--- config.mk ---
export PLATFORM = sky130hd
export DESIGN_NAME = div_radix2
export DESIGN_NICKNAME = d
export VERILOG_FILES = /design/src/rtl/div_radix2_pkg.sv /design/src/rtl/div_radix2_step.sv /design/src/rtl/div_radix2.sv
export SDC_FILE = /design/constraint.sdc
export NUM_CORES = 1
export LEC_CHECK = 0
export BUFFER_PORTS_ARGS = -buffer_cell sky130_fd_sc_hd__buf_2
export CAP_MARGIN = 10
export CORE_AREA = 10 10 188 190
export DETAILED_ROUTE_END_ITERATION = 6
export DIE_AREA = 0 0 198 200
export GPL_TIMING_DRIVEN = 0
export PLACE_DENSITY_LB_ADDON = 0.15
export SLEW_MARGIN = 20
export SYNTH_ARGS = -nofsm -noshare
export SYNTH_HDL_FRONTEND = slang
export SYNTH_HIERARCHICAL = 1
export SYNTH_SLANG_ARGS = --single-unit
--- constraint.sdc ---
create_clock -name clk -period 6.8 [get_ports clk]
set_input_delay 0.68 -clock clk [delete_from_list [all_inputs] [get_ports clk]]
set_output_delay 0.68 -clock clk [all_outputs]
set_load 0.05 [all_outputs]
--- src/rtl/div_radix2_pkg.sv ---
// Shared divider definitions: FSM state encodings and latency figures that the
// hazard unit and E-stage hilo logic reference by the same names.
package div_radix2_pkg;

    // 2-bit divider FSM encoding.
    typedef enum logic [1:0] {
        DIV_IDLE = 2'b00,
        DIV_ZERO = 2'b01,
        DIV_ON   = 2'b10,
        DIV_END  = 2'b11
    } divState_t;

    // Cycles from accept to the ready pulse for a normal divide.
    localparam int DIV_LATENCY = 33;

    // Cycles from accept to the ready pulse for a divide-by-zero.
    localparam int DIV_ZERO_LATENCY = 2;

endpackage

--- src/rtl/div_radix2_step.sv ---
// One restoring division step: shift the next dividend bit into the partial
// remainder, trial-subtract the divisor, keep the difference when it does not
// go negative.
module div_radix2_step #(
    parameter int WIDTH = 32
) (
    input  logic [WIDTH-1:0] partRem,
    input  logic             dividendBit,
    input  logic [WIDTH-1:0] divisor,
    output logic [WIDTH-1:0] remNext,
    output logic             qBit
);

    logic [WIDTH:0] shifted;
    logic [WIDTH:0] trial;

    // Trial subtract in WIDTH+1 bits; the top bit is the borrow / sign.
    // The partial remainder is always below the divisor, so whichever value is
    // kept fits back into WIDTH bits.
    always_comb begin
        shifted = {partRem, dividendBit};
        trial   = shifted - {1'b0, divisor};
        qBit    = ~trial[WIDTH];
        remNext = qBit ? trial[WIDTH-1:0] : shifted[WIDTH-1:0];
    end

endmodule

--- src/rtl/div_radix2.sv ---
// Multi-cycle radix-2 restoring divider for MIPS DIV/DIVU. Works on operand
// magnitudes and fixes up signs on the final step. Drives the E-stage divider
// stall and presents {remainder, quotient} in the cycle the stall drops.
module div_radix2
    import div_radix2_pkg::*;
#(
    parameter int WIDTH = 32,
    parameter int CNT_W = 6
) (
    input  logic               clk,
    input  logic               resetn,
    input  logic               div_start,
    input  logic               div_signed,
    input  logic               div_annul,
    input  logic [WIDTH-1:0]   div_a,
    input  logic [WIDTH-1:0]   div_b,
    output logic               div_stall,
    output logic               div_ready,
    output logic [2*WIDTH-1:0] div_result
);

    // Two's complement negate when requested; also used to form magnitudes.
    function automatic logic [WIDTH-1:0] negIf(input logic [WIDTH-1:0] v,
                                               input logic             neg);
        return neg ? (~v + WIDTH'(1)) : v;
    endfunction

    // Magnitude of an operand; unsigned operands pass through unchanged.
    function automatic logic [WIDTH-1:0] absVal(input logic [WIDTH-1:0] v,
                                                input logic             isSigned);
        return negIf(v, isSigned & v[WIDTH-1]);
    endfunction

    divState_t          state;
    divState_t          stateNext;
    logic [CNT_W-1:0]   count;
    logic [WIDTH-1:0]   remReg;
    logic [WIDTH-1:0]   quoReg;
    logic [WIDTH-1:0]   divisorReg;
    logic               signQ;
    logic               signR;
    logic [2*WIDTH-1:0] resultStage;
    logic [2*WIDTH-1:0] resultHeld;

    logic               accept;
    logic               abort;
    logic               lastStep;
    logic [WIDTH-1:0]   stepRem;
    logic               stepQ;
    logic [WIDTH-1:0]   quoShift;

    // quoReg starts as the dividend magnitude; its MSB feeds each step while
    // quotient bits shift in at the bottom, so after WIDTH steps it holds the
    // quotient.
    div_radix2_step #(
        .WIDTH(WIDTH)
    ) uStep (
        .partRem    (remReg),
        .dividendBit(quoReg[WIDTH-1]),
        .divisor    (divisorReg),
        .remNext    (stepRem),
        .qBit       (stepQ)
    );

    // Control qualifiers shared by next-state and datapath logic.
    always_comb begin
        accept   = (state == DIV_IDLE) & div_start & ~div_annul;
        abort    = div_annul | ~div_start;
        lastStep = (count == CNT_W'(WIDTH - 1));
        quoShift = {quoReg[WIDTH-2:0], stepQ};
    end

    // Next-state logic; any busy state falls back to IDLE on abort.
    always_comb begin
        stateNext = state;
        case (state)
            DIV_IDLE: begin
                if (accept) begin
                    stateNext = (div_b == '0) ? DIV_ZERO : DIV_ON;
                end
            end
            DIV_ZERO: begin
                stateNext = abort ? DIV_IDLE : DIV_END;
            end
            DIV_ON: begin
                if (abort) begin
                    stateNext = DIV_IDLE;
                end else if (lastStep) begin
                    stateNext = DIV_END;
                end
            end
            DIV_END: begin
                stateNext = DIV_IDLE;
            end
            default: begin
                stateNext = DIV_IDLE;
            end
        endcase
    end

    // State register.
    always_ff @(posedge clk or negedge resetn) begin
        if (!resetn) begin
            state <= DIV_IDLE;
        end else begin
            state <= stateNext;
        end
    end

    // Operand capture, iteration, sign fixup and result registers.
    always_ff @(posedge clk or negedge resetn) begin
        if (!resetn) begin
            count       <= '0;
            remReg      <= '0;
            quoReg      <= '0;
            divisorReg  <= '0;
            signQ       <= 1'b0;
            signR       <= 1'b0;
            resultStage <= '0;
            resultHeld  <= '0;
        end else begin
            case (state)
                DIV_IDLE: begin
                    if (accept) begin
                        count      <= '0;
                        remReg     <= '0;
                        quoReg     <= absVal(div_a, div_signed);
                        divisorReg <= absVal(div_b, div_signed);
                        signQ      <= div_signed & (div_a[WIDTH-1] ^ div_b[WIDTH-1]);
                        signR      <= div_signed & div_a[WIDTH-1];
                    end
                end
                DIV_ON: begin
                    remReg <= stepRem;
                    quoReg <= quoShift;
                    count  <= count + CNT_W'(1);
                    if (lastStep) begin
                        resultStage <= {negIf(stepRem, signR), negIf(quoShift, signQ)};
                    end
                end
                DIV_ZERO: begin
                    // Re-applying the dividend sign to its magnitude gives back
                    // the original dividend as the remainder.
                    resultStage <= {negIf(quoReg, signR), {WIDTH{1'b1}}};
                end
                DIV_END: begin
                    if (div_ready) begin
                        resultHeld <= resultStage;
                    end
                end
                default: begin
                end
            endcase
        end
    end

    // Ready pulses in END unless the operation is annulled or dropped that
    // cycle; the new result is visible during the pulse and held afterwards.
    always_comb begin
        div_ready  = (state == DIV_END) & ~abort;
        div_result = div_ready ? resultStage : resultHeld;
        div_stall  = div_start & ~div_ready & ~div_annul;
    end

endmodule
==> results of run 1 <==
final cells by class:
class / instances / area [sq um] / area share [%]
Buffer: 113 / 517 / 2.92
Multi-Input combinational cell: 1267 / 8970 / 50.7
Clock inverter: 12 / 149 / 0.841
Clock buffer: 36 / 759 / 4.29
Tap cell: 402 / 503 / 2.84
Timing Repair Buffer: 136 / 736 / 4.15
Sequential cell: 234 / 5860 / 33.1
Inverter: 56 / 218 / 1.23
Antenna cell: 1 / 2.50 / 0.0141
sequential cells by signal, indices dropped and copies added, names as in the netlist:
register,cells
count,6
resultStage,64
signQ,1
signR,1
state,2
resultHeld,64
divisorReg,32
remReg,32
quoReg,32
cell families after synthesis:
logic type      synth area share, %
buf+inv                        4.72
compound gates                 18.5
fa+ha+maj                      3.59
simple gates                   13.3
xor+xnor                       9.79
mux                            12.4
flops                          37.6
metal layers:
| metal | global-route usage, % | vias up | wire length, um |
|---|---|---|---|
| met1 | 32.3 | 6449 | 21900 |
| met4 | 6.58 | 2 | 1130 |
| met3 | 4.24 | 69 | 3110 |
| li1 | - | 6362 | - |
| met2 | 37.3 | 404 | 21200 |
| met5 | 0 | - | 10 |
layout by cell type (no fill, tap or decap), drive strengths merged, types with 34 or more instances in the layout:
cell type  Yosys  routed
buf           17     153
o21ai        144     144
inv           55      56
xor2          96      96
xnor2         78      78
dfrtp        234     234
mux2         153     153
a22o          34      34
clkbuf        94     130
nand2        122     122
nor2         127     127
a21oi        110     110
ha            43      43
worst max-delay path by stage:
stage	from	endpoint	slack, ns
floorplan	quoReg[31]$_DFFE_PN0P_	resultStage[54]$_DFFE_PN0P_	1.93
global placement	quoReg[31]$_DFFE_PN0P_	resultStage[54]$_DFFE_PN0P_	0.85
detailed placement	quoReg[31]$_DFFE_PN0P_	resultStage[54]$_DFFE_PN0P_	0.89
CTS	quoReg[31]$_DFFE_PN0P_	resultStage[54]$_DFFE_PN0P_	0.87
global route	quoReg[31]$_DFFE_PN0P_	resultStage[54]$_DFFE_PN0P_	0.43
finish	quoReg[31]$_DFFE_PN0P_	resultStage[61]$_DFFE_PN0P_	0.79
per-stage QoR:
step	area [sq um]	util, %	setup slack (ns)
6_report	17700	56.4	0.794
5_1_grt	17700	56.4	0.427
4_1_cts	17700	56.4	0.874
3_5_place_dp	16800	53.5	0.890
3_3_place_gp	16700	53.3	0.848
2_1_floorplan	15600	-	1.93
==> results.yml, run 1 <==
outcome:
  status: "complete, no violations"
setup_path:
  cp_common_cell: "buf_12"
  crit_chain: "inv_1, ha_1, fa_1, and2b_1, o2111ai_2, a21oi_2, o2111ai_1, a211oi_2, nor2_4, mux2i_4, and2_4, buf_12, inv_8, buf_12, mux2_4, nor4_1, nand4_1, or2_2, o21ai_0, xor2_1, a21oi_1"
  critical_path_depth: 21
  r2r_end: "resultStage[61]$_DFFE_PN0P_"
  arrival_ns: 6.40
  r2r_cells: 21
  r2r_slack_ns: 0.79
  critPathTopFamily: "simple AND/OR/NAND/NOR gates"
  r2r_start: "quoReg[31]$_DFFE_PN0P_"
  crit_type: "reg -> reg"
  crit_buf_inv: 4
  slowest_delay_ns: 0.51
  cp.required_ns: 7.20
  start_kind: "register"
  cp-end-kind: "register"
  worstPathMaxFanout: 10
  critPathSlowestCell: "dfrtp_1"
clock_tree:
  worstSkewPairLatency_ns: 0.54
  numCtsBuffers: 26
  clock_path_buffers: 3
  cts_setup_buffers: 0
  cts_resized: 0
  cts_tree: "done"
  cts.sinks: 234
  clk_transition_reported_paths_ns: 0.06
  cts_hold_buf: 0
  cts_root_buffer: "clkbuf_16"
  h-tree-depth: 1
logic_synthesis:
  synth_area_per_cell_sq_um: 9.32
  async_flop_share_pct: 100
  syn-num-nets: 1783
  synth_most_common_cell: "dfrtp_1"
  ys_seq_area_share_pct: 37.6
  synth_warnings: 6
  ys_top_cells_by_count: "dfrtp_1 (234), o21ai_0 (143), mux2_2 (134)"
  yosys_register_bits: 234
  synth_area_sq_um: 15600
  synth_cell_types: 86
  yosys.area.top_type: "dfrtp_1"
  synthCells: 1670
  yosys-top-cells-area: "dfrtp_1 (38%), mux2_2 (9.7%), xor2_1 (5.4%)"
  synth_ff_type: "dfrtp_1"
  synth_edf_count: 0
  synth.top_cell.area_share_pct: 37.6
detailed_routing:
  avgRoutedWirePerCell_um: 21.0
  ant_nets: 0
  drc_errors: 0
  dr.pass1.iters: 5
  drtIter0Drc: 1031
  routed_wl_um: 47300
  dr_total_vias: 13300
  routed_via_density: 5.89
floorplanning:
  coreArea_sq_um: 31400
  die-area_sq_um: 39600
  die_y_um: 200
  rows: 65
  die_w_um: 198
  ios: 135
  floorplan.initialDensity_pct: 49.6
place:
  io_buffers: 134
  place_congestion: 0.929
  hpwl_um: 37000
  dp_cells: 2208
sta:
  finalHoldViolCount: 0
  worstMarginPinSlew_ns: 0.989
  final.period_utilization_pct: 88.3
  timing.fmax_mhz: 167
  final.setup.tns_ns: 0
  setup_viol_count_final: 0
  hold_slack_ns: 0.0738
  slew_headroom_pct: 33.4
  slew_viol_final: 0
  rsz0062_at_grt: "no"
  fin_skew_ns: 0.00997
  final.min_clock_period_ns: 6.01
final_layout:
  nFillCells: 2914
  area_delta_synth_final_pct: 13.8
  drive_gt1_share_pct: 20.3
  num-nets-final: 1947
  fin_cells: 2257
hold_path:
  min_path_type: "in -> async"
global_routing:
  grt_max_degree: 93
  grt_pass1_wl_um: 74200
  grt-ovfl-total: 0
  antenna_found_initial: 1
  grt_usage_pct: 23.5
  first_global_vias: 13300
flow_run:
  maxCapViolations: 0
Power of run 1 is left out: the tool's default activity adds up to more than one toggle a clock period on the data nets, which glitch-free logic cannot reach.
==> run 2: changes to the inputs <==
--- a/config.mk
+++ b/config.mk
@@ -5,11 +5,12 @@
 export SDC_FILE = /design/constraint.sdc
 export NUM_CORES = 1
 export LEC_CHECK = 0
+export ABC_AREA = 1
 export BUFFER_PORTS_ARGS = -buffer_cell sky130_fd_sc_hd__buf_2
 export CAP_MARGIN = 10
-export CORE_AREA = 10 10 188 190
+export CORE_AREA = 3 3 189 191
 export DETAILED_ROUTE_END_ITERATION = 6
-export DIE_AREA = 0 0 198 200
+export DIE_AREA = 0 0 192 194
 export GPL_TIMING_DRIVEN = 0
 export PLACE_DENSITY_LB_ADDON = 0.15
 export SLEW_MARGIN = 20
==> results.yml, run 2 <==
global_routing:
  grt-ovfl-total: 0
  first_global_vias: 16900
  grt_pass1_wl_um: 95500
  grt_usage_pct: 32.9
  antenna_found_initial: 1
  grt_max_degree: 101
clock_tree:
  numCtsBuffers: 26
  worstSkewPairLatency_ns: 0.55
  cts_setup_buffers: 0
  clock_path_buffers: 3
  cts_tree: "done"
  cts.sinks: 234
  clk_transition_reported_paths_ns: 0.06
  cts_hold_buf: 0
  h-tree-depth: 1
  cts_root_buffer: "clkbuf_16"
  cts_resized: 0
detailed_routing:
  drtIter0Drc: 1682
  dr_total_vias: 18300
  routed_via_density: 5.49
  routed_wl_um: 62200
  ant_nets: 0
  avgRoutedWirePerCell_um: 18.6
  drc_errors: 0
  dr.pass1.iters: 6
final_layout:
  nFillCells: 3442
  ff_latch_area_sq_um: 5860
  final_util_pct: 56.1
  mostFrequentLayoutCell: "nand2_1"
  reg.largest.list: "resultHeld (64), resultStage (64)"
  area_delta_synth_final_pct: 13.1
  antenna_cells: 0
  final_cell_mix: "nand2_1 (1017), inv_1 (333), nand3_1 (236), dfrtp_1 (234), nor2_1 (227)"
  drive_gt1_share_pct: 9.05
  multi_input_area_sq_um: 9440
  num-nets-final: 2980
logic_synthesis:
  yosys.area.top_type: "dfrtp_1"
  ys_top_cells_by_count: "nand2_1 (1017), inv_1 (333), nand3_1 (236)"
  synth_edf_count: 0
  syn-num-nets: 2816
  synth_most_common_cell: "nand2_1"
  synth.top_cell.area_share_pct: 34.4
  synthCells: 2703
  synth_cell_types: 46
  synth_ff_type: "dfrtp_1"
  yosys_register_bits: 234
  ys_seq_area_share_pct: 34.4
  synth_area_per_cell_sq_um: 6.29
  async_flop_share_pct: 100
  yosys-top-cells-area: "dfrtp_1 (34%), nand2_1 (22%), inv_1 (7.4%)"
  synth_area_sq_um: 17000
  synth_warnings: 6
setup_path:
  arrival_ns: 4.91
  crit_type: "reg -> reg"
  r2r_cells: 26
  r2r_end: "resultStage[50]$_DFFE_PN0P_"
  worstPathMaxFanout: 10
  slowest_delay_ns: 0.48
  start_kind: "register"
  cp-end-kind: "register"
  cp.required_ns: 7.27
  r2r_slack_ns: 2.36
  critPathSlowestCell: "dfrtp_1"
  cp_common_cell: "nand2_1"
  r2r_start: "quoReg[31]$_DFFE_PN0P_"
place:
  io_buffers: 134
  hpwl_um: 50600
  place_congestion: 0.974
floorplanning:
  rows: 68
  floorplan.initialDensity_pct: 49.6
  die_y_um: 194
  die-area_sq_um: 37200
  coreArea_sq_um: 34300
  die_w_um: 192
  ios: 135
sta:
  rsz0062_at_grt: "no"
  setup_viol_count_final: 0
  fin_skew_ns: 0.0163
  worstMarginPinSlew_ns: 0.830
  slew_viol_final: 0
  timing.fmax_mhz: 225
  finalHoldViolCount: 0
  slew_headroom_pct: 44.7
  final.period_utilization_pct: 65.3
  final.min_clock_period_ns: 4.44
  final.setup.tns_ns: 0
power:
  peakVddDrop_v: 0.000333
  leakage_nw: 10.8
  p_total_w: 0.0114
  power_density_nw_per_um2: 592
flow_run:
  maxCapViolations: 0
outcome:
  status: "complete, no violations"
hold_path:
  min_path_type: "in -> async"
==> run 2: cell count changes after synthesis, sizes merged, moves of 23 or more <==
cell / before / now
inv: 55 / 346
xnor2: 78 / 4
a22o: 34 / 0
mux2: 153 / 0
nand2: 122 / 1030
clkbuf: 94 / 44
buf: 17 / 40
xor2: 96 / 39
nor2: 127 / 237
o31ai: 32 / 0
o21ai: 144 / 217
nand3: 32 / 236
==> run 2: cell type report <==
cell class / instances / share of cell area (%)
buffer: 84 / 2.10
sequential: 234 / 30.5
multi-input combinational: 2038 / 49.1
clock buffer: 36 / 3.89
tap: 455 / 2.96
clock inverter: 10 / 0.872
inverter: 347 / 6.78
timing repair buffer: 136 / 3.83
==> run 2: cells by family after synthesis <==
| kind of cell | synth area share, % |
|---|---|
| AND/OR/NAND/NOR | 38.1 |
| AO/OA/AOI/OAI | 11.9 |
| buffers and inverters | 10.0 |
| flip-flops | 34.4 |
| XOR/XNOR | 2.22 |
| adder cells (fa/ha/maj) | 3.28 |
==> run 2: worst max path at each step <==
stage,from,to
floorplan,quoReg[31]$_DFFE_PN0P_,resultStage[52]$_DFFE_PN0P_
global placement,resetn,quoReg[26]$_DFFE_PN0P_
detailed placement,quoReg[31]$_DFFE_PN0P_,resultStage[60]$_DFFE_PN0P_
CTS,quoReg[31]$_DFFE_PN0P_,resultStage[60]$_DFFE_PN0P_
global route,quoReg[31]$_DFFE_PN0P_,resultStage[60]$_DFFE_PN0P_
finish,quoReg[31]$_DFFE_PN0P_,resultStage[50]$_DFFE_PN0P_
==> run 2: per-layer routing <==
layer  global-route usage [%]  up-vias  part of all wire, %
li1                         -     8915                    -
met1                     50.2     8583                   47
met2                     49.0      742                   42
met3                     5.75       80                  8.7
met4                     6.88        2                  2.0
met5                        0        -                0.021
==> run 2: per-stage QoR <==
| step | hold slack, ns | cells | cell area [sq um] | setup WS, ns |
|---|---|---|---|---|
| 2_1_floorplan | 0.384 | 2703 | 17000 | 3.55 |
| 3_3_place_gp | 0.456 | 3292 | 18200 | 1.07 |
| 3_5_place_dp | 0.460 | 3294 | 18300 | 2.56 |
| 4_1_cts | 0.0608 | 3340 | 19200 | 2.55 |
| 5_1_grt | 0.0885 | 3340 | 19200 | 2.08 |
| 6_report | 0.0643 | 3340 | 19200 | 2.36 |
==> run 2: power by group <==
group / internal, W / total [W] / switching (W) / leakage, nW
registers: 0.00195 / 0.00244 / 0.000485 / 3.01
clock network: 0.000919 / 0.00150 / 0.000581 / 0.448
logic: 0.00210 / 0.00745 / 0.00535 / 7.30
==> run 2: worst max-delay path: cells and delay by family, from the launching register on <==
kind                       cells  cell delay, ns
buffers and inverters          4            0.53
adders and majority gates      3            0.87
AOI/OAI and AO/OA              2            0.55
DFF                            1            0.48
and+or+nand+nor               17            1.93
Note: power is estimated with default switching activity, not from simulation.
==> run 3: changes to the inputs <==
--- a/config.mk
+++ b/config.mk
@@ -5,12 +5,12 @@
 export SDC_FILE = /design/constraint.sdc
 export NUM_CORES = 1
 export LEC_CHECK = 0
-export ABC_AREA = 1
+export ABC_AREA = 0
 export BUFFER_PORTS_ARGS = -buffer_cell sky130_fd_sc_hd__buf_2
 export CAP_MARGIN = 10
-export CORE_AREA = 3 3 189 191
+export CORE_AREA = 3 3 181 183
 export DETAILED_ROUTE_END_ITERATION = 6
-export DIE_AREA = 0 0 192 194
+export DIE_AREA = 0 0 184 186
 export GPL_TIMING_DRIVEN = 0
 export PLACE_DENSITY_LB_ADDON = 0.15
 export SLEW_MARGIN = 20
==> constraint.sdc (replaced) <==
create_clock -name clk -period 3.6 [get_ports clk]
set_input_delay 0.36 -clock clk [delete_from_list [all_inputs] [get_ports clk]]
set_output_delay 0.36 -clock clk [all_outputs]
set_load 0.05 [all_outputs]
==> results.yml, run 3 (synthesis gave the netlist of run 1 again) <==
setup_path:
  crit_chain: "inv_2, ha_4, fa_2, and2b_1, o2111ai_2, a21oi_2, o2111ai_2, a211oi_2, nor2_4, mux2i_4, and2_4, inv_8, buf_12, buf_4, mux2_4, nor4_4, nand4_1, or4_4, o31ai_4, xor2_1, a211oi_1"
  crit_type: "reg -> reg"
  critPathTopFamily: "simple AND/OR/NAND/NOR gates"
  cp.required_ns: 3.97
  cp_common_cell: "o2111ai_2"
  critPathSlowestCell: "or4_4"
  crit_buf_inv: 4
  worstPathMaxFanout: 6
  start_kind: "register"
  slowest_delay_ns: 0.49
  cp-end-kind: "register"
  arrival_ns: 5.25
detailed_routing:
  avgRoutedWirePerCell_um: 21.1
  routed_wl_um: 49400
  dr_total_vias: 13900
  dr.pass1.iters: 5
  routed_via_density: 5.94
  drc_errors: 0
  ant_nets: 0
  drtIter0Drc: 1154
clock_tree:
  cts_tree: "done"
  h-tree-depth: 1
  cts.sinks: 234
  numCtsBuffers: 27
  clock_path_buffers: 3
  clk_transition_reported_paths_ns: 0.06
  worstSkewPairLatency_ns: 0.55
  cts_root_buffer: "clkbuf_16"
global_routing:
  grt_util_met3_pct: 4.34
  grt_max_degree: 98
  grt_pass1_wl_um: 75500
  antenna_found_initial: 0
  first_global_vias: 13300
  grt_usage_pct: 28.0
  gr-max-usage-layer: "met2"
  met2_usage_pct: 43.5
  grtUsageMet1_pct: 40.2
  grt-ovfl-total: 0
final_layout:
  num-nets-final: 2032
  mostFrequentLayoutCell: "dfrtp_1"
  final_cell_mix: "dfrtp_1 (233), buf_2 (136), mux2_2 (130), nor2_1 (122), nand2_1 (111)"
  drive_gt1_share_pct: 30.0
  area_delta_synth_final_pct: 25.3
  reg.largest.list: "resultHeld (64), resultStage (64)"
  antenna_cells: 0
  nFillCells: 2623
sta:
  worstMarginPinSlew_ns: 1.06
  setup_viol_count_final: 68
  fin_skew_ns: 0.0155
  slew_viol_final: 0
  finalHoldViolCount: 0
  setup_slack_ns: -1.28
  final.period_utilization_pct: 136
  final.min_clock_period_ns: 4.88
  final.setup.tns_ns: -53.16
  timing.fmax_mhz: 205
  rsz0062_at_grt: "yes"
  slew_headroom_pct: 29.4
flow_run:
  maxCapViolations: 0
floorplanning:
  die-area_sq_um: 34200
  die_w_um: 184
  ios: 135
  die_y_um: 186
  rows: 65
  floorplan.initialDensity_pct: 49.6
  coreArea_sq_um: 31400
outcome:
  violations: "negative setup slack"
  status: "complete, but fails checks"
place:
  place_congestion: 0.984
  hpwl_um: 36000
  io_buffers: 134
hold_path:
  min_path_type: "in -> reg"
==> run 3: cell count changes in the layout (fill, tap and decap cells not counted), sizes merged, moves of 74 or more <==
cell,delta
mux2,+153
nor2,-110
inv,-291
nand2,-908
xnor2,+74
nand3,-204
==> run 3: layer usage <==
metal | share of wire [%] | wire length (um)
met1 | 46 | 22700
met2 | 44 | 21700
met3 | 6.4 | 3140
met4 | 3.6 | 1790
met5 | 0 | 0
==> run 3: stage by stage <==
step	cell area (sq um)	hold slack (ns)	utilization [%]	cells	setup slack [ns]
2_1_floorplan	15800	0.0644	-	1670	-0.961
3_3_place_gp	17000	0.463	54.2	2206	-2.01
3_5_place_dp	17100	0.282	54.4	2208	-1.93
4_1_cts	18900	0.106	60.0	2306	-1.36
5_1_grt	19500	0.125	62.1	2341	-1.43
6_report	19500	0.122	62.1	2341	-1.28
==> run 3: worst register-to-register path: stages (launching register included) <==
cell and delay [ns]:
dfrtp_2 0.43, inv_2 0.06, ha_4 0.16, fa_2 0.33, and2b_1 0.24, o2111ai_2 0.14
a21oi_2 0.24, o2111ai_2 0.18, a211oi_2 0.29, nor2_4 0.08, mux2i_4 0.21, and2_4 0.25
inv_8 0.06, buf_12 0.14, buf_4 0.13, mux2_4 0.32, nor4_4 0.20, nand4_1 0.21
or4_4 0.49, o31ai_4 0.23, xor2_1 0.22, a211oi_1 0.10
==> run 3: final timing paths <==
check / cells past startpoint / from / slack [ns] / endpoint
max: 21 / quoReg[31]$_DFFE_PN0P_ / -1.28 / resultStage[54]$_DFFE_PN0P_
min: 3 / div_b[1] / 0.12 / divisorReg[1]$_DFFE_PN0P_
max reg2reg: 21 / quoReg[31]$_DFFE_PN0P_ / -1.28 / resultStage[54]$_DFFE_PN0P_
min reg2reg: 2 / divisorReg[15]$_DFFE_PN0P_ / 0.48 / divisorReg[15]$_DFFE_PN0P_
max in group asynchronous: 3 / resetn / 2.42 / quoReg[31]$_DFFE_PN0P_
min in group asynchronous: 2 / resetn / 0.31 / resultHeld[41]$_DFFE_PN0N_
==> run 3: final cells by class <==
class / instances / area [sq um] / area share (%)
multi-input cells: 1267 / 9960 / 51.1
flip-flops and latches: 234 / 5860 / 30.0
repair buffers: 222 / 1610 / 8.24
clock buffers: 36 / 749 / 3.84
well taps: 402 / 503 / 2.58
plain buffers: 111 / 479 / 2.46
inverters: 56 / 230 / 1.18
clock inverters: 13 / 104 / 0.533
==> run 3: what timing repair did <==
item / in CTS / in global routing
buffers inserted: 50 / 37
hold buffers: 1 / 0
setup endpoints to repair: 97 / 111
endpoints found under the hold margin: 43 / 0
pin swaps: 60 / 69
resized for setup: 119 / 82
Power of run 3 is left out for the same reason.
